### config.mk
export PLATFORM = sky130hd
export DESIGN_NAME = reg_dump
export DESIGN_NICKNAME = d
export VERILOG_FILES = /design/src/rtl/reg_dump.sv
export SDC_FILE = /design/constraint.sdc
export NUM_CORES = 1
export LEC_CHECK = 0
export CAP_MARGIN = 20
export CORE_MARGIN = 2
export CORE_UTILIZATION = 30
export DETAILED_ROUTE_END_ITERATION = 6
export PLACE_DENSITY = 0.59
export SKIP_CTS_REPAIR_TIMING = 1
export SYNTH_ARGS = -nofsm -noshare
export SYNTH_HDL_FRONTEND = slang
export SYNTH_SLANG_ARGS = --single-unit
### constraint.sdc
create_clock -name CLK -period 1.94 [get_ports CLK]
set_input_delay 0.388 -clock CLK [delete_from_list [all_inputs] [get_ports CLK]]
set_output_delay 0.388 -clock CLK [all_outputs]
set_load 0.1 [all_outputs]
### src/rtl/reg_dump.sv
// Register-file snapshot streamer: walks every register through one read port and
// emits address/data beats on a valid/ready port. `REG_DUMP_CHECKSUM_EN adds an XOR checksum beat.
module reg_dump #(
  parameter int NREGS  = 8,
  parameter int ADDR_W = 3,
  parameter int DATA_W = 8
) (
  input  logic              CLK,
  input  logic              RESET,
  input  logic              START,
  output logic [ADDR_W-1:0] RDADDR,
  input  logic [DATA_W-1:0] RDDATA,
  output logic [DATA_W-1:0] OUT_DATA,
  output logic [ADDR_W-1:0] OUT_ADDR,
  output logic              OUT_LAST,
  output logic              OUT_VALID,
  input  logic              OUT_READY,
  output logic              BUSY,
  output logic              DONE
);

  typedef enum logic [2:0] {IDLE, SETUP, PRESENT, CSUM, FINISH} state_t;

  localparam logic [ADDR_W-1:0] LAST_ADDR = ADDR_W'(NREGS - 1);

  state_t              state_q, state_d;
  logic [ADDR_W-1:0]   rdaddr_q, rdaddr_d;
  logic [DATA_W-1:0]   out_data_q, out_data_d;
  logic [ADDR_W-1:0]   out_addr_q, out_addr_d;
  logic                out_last_q, out_last_d;
  logic                out_valid_q, out_valid_d;
  logic                busy_q, busy_d;
  logic                done_q, done_d;
  logic                hs;
`ifdef REG_DUMP_CHECKSUM_EN
  logic [DATA_W-1:0]   acc_q, acc_d;
`endif

  assign hs = out_valid_q & OUT_READY;

  always_comb begin
    state_d     = state_q;
    rdaddr_d    = rdaddr_q;
    out_data_d  = out_data_q;
    out_addr_d  = out_addr_q;
    out_last_d  = out_last_q;
    out_valid_d = out_valid_q;
    busy_d      = busy_q;
    done_d      = done_q;
`ifdef REG_DUMP_CHECKSUM_EN
    acc_d       = acc_q;
`endif
    case (state_q)
      IDLE: begin
        if (START) begin
          state_d  = SETUP;
          rdaddr_d = '0;
          busy_d   = 1'b1;
`ifdef REG_DUMP_CHECKSUM_EN
          acc_d    = '0;
`endif
        end
      end
      SETUP: begin
        state_d     = PRESENT;
        out_data_d  = RDDATA;
        out_addr_d  = rdaddr_q;
        out_valid_d = 1'b1;
`ifdef REG_DUMP_CHECKSUM_EN
        out_last_d  = 1'b0;
`else
        out_last_d  = (rdaddr_q == LAST_ADDR);
`endif
      end
      PRESENT: begin
        if (hs) begin
`ifdef REG_DUMP_CHECKSUM_EN
          acc_d = acc_q ^ out_data_q;
`endif
          if (rdaddr_q != LAST_ADDR) begin
            state_d     = SETUP;
            out_valid_d = 1'b0;
            rdaddr_d    = rdaddr_q + ADDR_W'(1);
          end else begin
`ifdef REG_DUMP_CHECKSUM_EN
            // Checksum beat follows straight from the handshake, no read needed.
            state_d    = CSUM;
            out_data_d = acc_q ^ out_data_q;
            out_addr_d = '0;
            out_last_d = 1'b1;
`else
            state_d     = FINISH;
            out_valid_d = 1'b0;
            out_last_d  = 1'b0;
            busy_d      = 1'b0;
            done_d      = 1'b1;
`endif
          end
        end
      end
      CSUM: begin
        if (hs) begin
          state_d     = FINISH;
          out_valid_d = 1'b0;
          out_last_d  = 1'b0;
          busy_d      = 1'b0;
          done_d      = 1'b1;
        end
      end
      FINISH: begin
        state_d = IDLE;
        done_d  = 1'b0;
      end
      default: state_d = IDLE;
    endcase
  end

  always_ff @(posedge CLK) begin
    if (RESET) begin
      state_q     <= IDLE;
      rdaddr_q    <= '0;
      out_data_q  <= '0;
      out_addr_q  <= '0;
      out_last_q  <= 1'b0;
      out_valid_q <= 1'b0;
      busy_q      <= 1'b0;
      done_q      <= 1'b0;
`ifdef REG_DUMP_CHECKSUM_EN
      acc_q       <= '0;
`endif
    end else begin
      state_q     <= state_d;
      rdaddr_q    <= rdaddr_d;
      out_data_q  <= out_data_d;
      out_addr_q  <= out_addr_d;
      out_last_q  <= out_last_d;
      out_valid_q <= out_valid_d;
      busy_q      <= busy_d;
      done_q      <= done_d;
`ifdef REG_DUMP_CHECKSUM_EN
      acc_q       <= acc_d;
`endif
    end
  end

  assign RDADDR    = rdaddr_q;
  assign OUT_DATA  = out_data_q;
  assign OUT_ADDR  = out_addr_q;
  assign OUT_LAST  = out_last_q;
  assign OUT_VALID = out_valid_q;
  assign BUSY      = busy_q;
  assign DONE      = done_q;

endmodule

==> results.md <==
* Outcome: completed
* WL/cell at 12.76 um
* Num Clock Sinks at 21
* IO Port Bufs at 29
* Clock transition at path regs at ~0.12 ns
* Worst-Skew Late Latency at 0.30 ns
* Nets@finish at ~140
* Worst-Margin Slew at roughly 0.5 ns
* HP Class: reg -> reg
* Die Span X at between 50 and 60 um
* Slew HR at 0.6758
* IO Pins at 30
* Leakage Power at just under 0.5 nW
* Worst hold start: DONE$_SDFFE_PP0P_
* CP Launch Point: RDADDR[0]$_SDFFE_PP0P_
* Worst Reg2Reg Path Length in Cells at 5
* CP max FO at 6
* Worst setup SP type: register
* Routed via count at between 700 and 800
* Syn_nets at about 110
* Post-route ant nets at 0
* Clk root buf: clkbuf_4
* ANT cells at 0
* Ys async rst share at 0
* DR iter-0 viols at 8
* Fill count at 319
* Crit path DAT at around 1.9 ns
* Slowest stage cell, crit path: or4b_4
* Cell Count, Final, Fillers Out at approximately 160
* Distinct cells, synth at 29
* Final Slew Violations at 0
* Initial Util at 0.3101
* First-pass GRT wire length at between 3000 and 4000 um
* Critical Path End: BUSY$_SDFFE_PP0P_
* Clock skew at between 0.005 and 0.006 ns
* Register area share after synthesis at 0.4553
* Placed Cells incl. Taps at approximately 150
* Post-synth EDFFs at 0
* Tmin final at 1.644 ns
* Syn Std Cell Area at a little over 900 um2
* Final setup fails at 0
* Row count at 20
* CP Capture Type: register
* CP dominant cell by count: ha_1
* Top Family by Delay on Critical Path: simple AND/OR/NAND/NOR gates
* Core Region at between 2000 and 3000 um2
* Max frequency at around 610 MHz
* Final core utilization at 0.4143
* Crit-path max cell delay at about 0.53 ns
* Mapped Cells at 94
* Vias per cell at 5.019
* Worst r2r src: RDADDR[0]$_SDFFE_PP0P_
* Total CTS buffers at 3
* Post-DP HPWL at between 1500 and 2000 um
* Gp weighted congestion at about 0.73
* TritonCTS clock tree: yes
* Synthesis-stage register bit count at 21
* Initial antenna violation count at 0
* Crit-path cells: ha_1 -> ha_1 -> nor2_2 -> or4b_4 -> o2bb2ai_1
* Period utilisation layout at 0.8475
* Max Cap Viol at 0
* Die Y at between 50 and 60 um
* Worst path depth at 5
* Grt ovf at 0
* Share of cells above drive strength 1 at 0.2742
* Clk buf depth at 2
* Reg2reg end: BUSY$_SDFFE_PP0P_
* Final Hold Viols at 0
* Iteration count of the initial detailed-routing pass at 4
* Htree depth at 1
* Largest net degree at the start of global routing at 14
* Synth Flop Type: dfxtp_1
* Syn-to-layout area delta at 33.60%
* R2r setup slk at 0.30 ns
* Buf/Inv on CP at 0
* Die area at 3538 um2
* WP data required at 2.15 ns
* Pwr Density at ~900 nW/um2
* RSZ-0062 raised after global routing: no
* WL final at 2003 um
* Ys Warns at 0
* Syn_area_per_cell at slightly below 10 um2
* DRC Markers at 0
* Vias in the first global route at a little under 800
* Setup Crit Path Kind: reg -> reg
* Gr usage total at 0.1271
* Peak VDD IR at roughly 450 uV
* Setup TNS Final at 0 ns
==> worst register-to-register path: stages, from the launching register on <==
cell and delay [ns]:
dfxtp_2 0.39, ha_1 0.16, ha_1 0.29, nor2_2 0.05, or4b_4 0.53, o2bb2ai_1 0.14
==> Yosys cell counts, types with 2 or more instances <==
master | count | share of area
a21oi_1 | 6 | 0.033
buf_2 | 2 | 0.011
buf_6 | 2 | 0.024
dfxtp_1 | 21 | 0.46
ha_1 | 2 | 0.027
inv_1 | 6 | 0.024
mux2i_1 | 11 | 0.12
nand3_1 | 4 | 0.022
nand4b_1 | 3 | 0.028
nor2_1 | 14 | 0.057
nor2b_1 | 2 | 0.014
nor4_1 | 2 | 0.014
o311ai_0 | 3 | 0.028
==> power breakdown <==
group          internal [mW]  switching [mW]  total, mW
Clock                 0.0769           0.133      0.210
Sequential             0.464          0.0379      0.502
Combinational          0.129           0.262      0.391
Total                  0.670           0.433       1.10
==> metal layers <==
| metal | global-route usage | vias up | routed length (um) | part of all wire |
|---|---|---|---|---|
| met5 | 0 | - | 0 | 0 |
| met4 | 0.03896 | 0 | 20 | 0.010 |
| met3 | 0.04585 | 4 | 155 | 0.077 |
| met2 | 0.2323 | 26 | 991 | 0.49 |
| met1 | 0.1344 | 360 | 836 | 0.42 |
| li1 | - | 398 | - | - |
==> through the flow <==
step / worst slack, ns / area (um2) / hold WS [ns] / total power [mW]
finish: 0.2958 / 1234 / 0.4999 / 1.103
global route: 0.1421 / 1234 / 0.5275 / 1.162
CTS: 0.2788 / 1234 / 0.4991 / 1.121
detailed placement: 0.1584 / 1206 / 0.4704 / 0.9067
global placement: 0.2038 / 1206 / 0.4658 / 0.8997
floorplan: 0.006992 / 928.4 / 0.5347 / 0.8141
==> kinds of logic after synthesis <==
family,count (synthesis),synth area share
adder cells (fa/ha/maj),2,0.02710
buffers and inverters,12,0.07181
flip-flops,21,0.4553
AND/OR/NAND/NOR,32,0.2005
multiplexers,11,0.1192
AO/OA/AOI/OAI,16,0.1260
==> worst min-delay path by stage <==
stage	cells after the start	to	slack (ns)
after global routing	2	DONE$_SDFFE_PP0P_	0.53
after CTS	2	DONE$_SDFFE_PP0P_	0.50
after detailed placement	2	DONE$_SDFFE_PP0P_	0.47
final	2	DONE$_SDFFE_PP0P_	0.50
after global placement	2	DONE$_SDFFE_PP0P_	0.47
after floorplan	2	state_q[0]$_SDFFE_PP0P_	0.53
==> area by class of cell <==
type	instances	area (um2)	share of cell area
clock buffers	3	22.52	0.01826
clock inverters	1	5.005	0.004057
inverters	6	22.52	0.01826
multi-input cells	61	436.7	0.3540
flip-flops and latches	21	425.4	0.3448
well taps	33	41.29	0.03347
repair buffers	32	280.3	0.2272
==> sequential cells by signal, summed over array words and instances, names as in the netlist <==
register	count
BUSY	1
DONE	1
OUT_ADDR	3
OUT_DATA	8
OUT_LAST	1
OUT_VALID	1
RDADDR	3
state_q	3
==> layout by cell type (no fill, tap or decap), types with 4 or more instances in the layout <==
master and count:
dfxtp_2 4, a21oi_1 6, inv_1 6, nand3_1 4, mux2i_1 11, dfxtp_1 17
nor2_1 14, clkdlybuf4s50_1 11, buf_4 20
(Power assumes the default switching activity.)
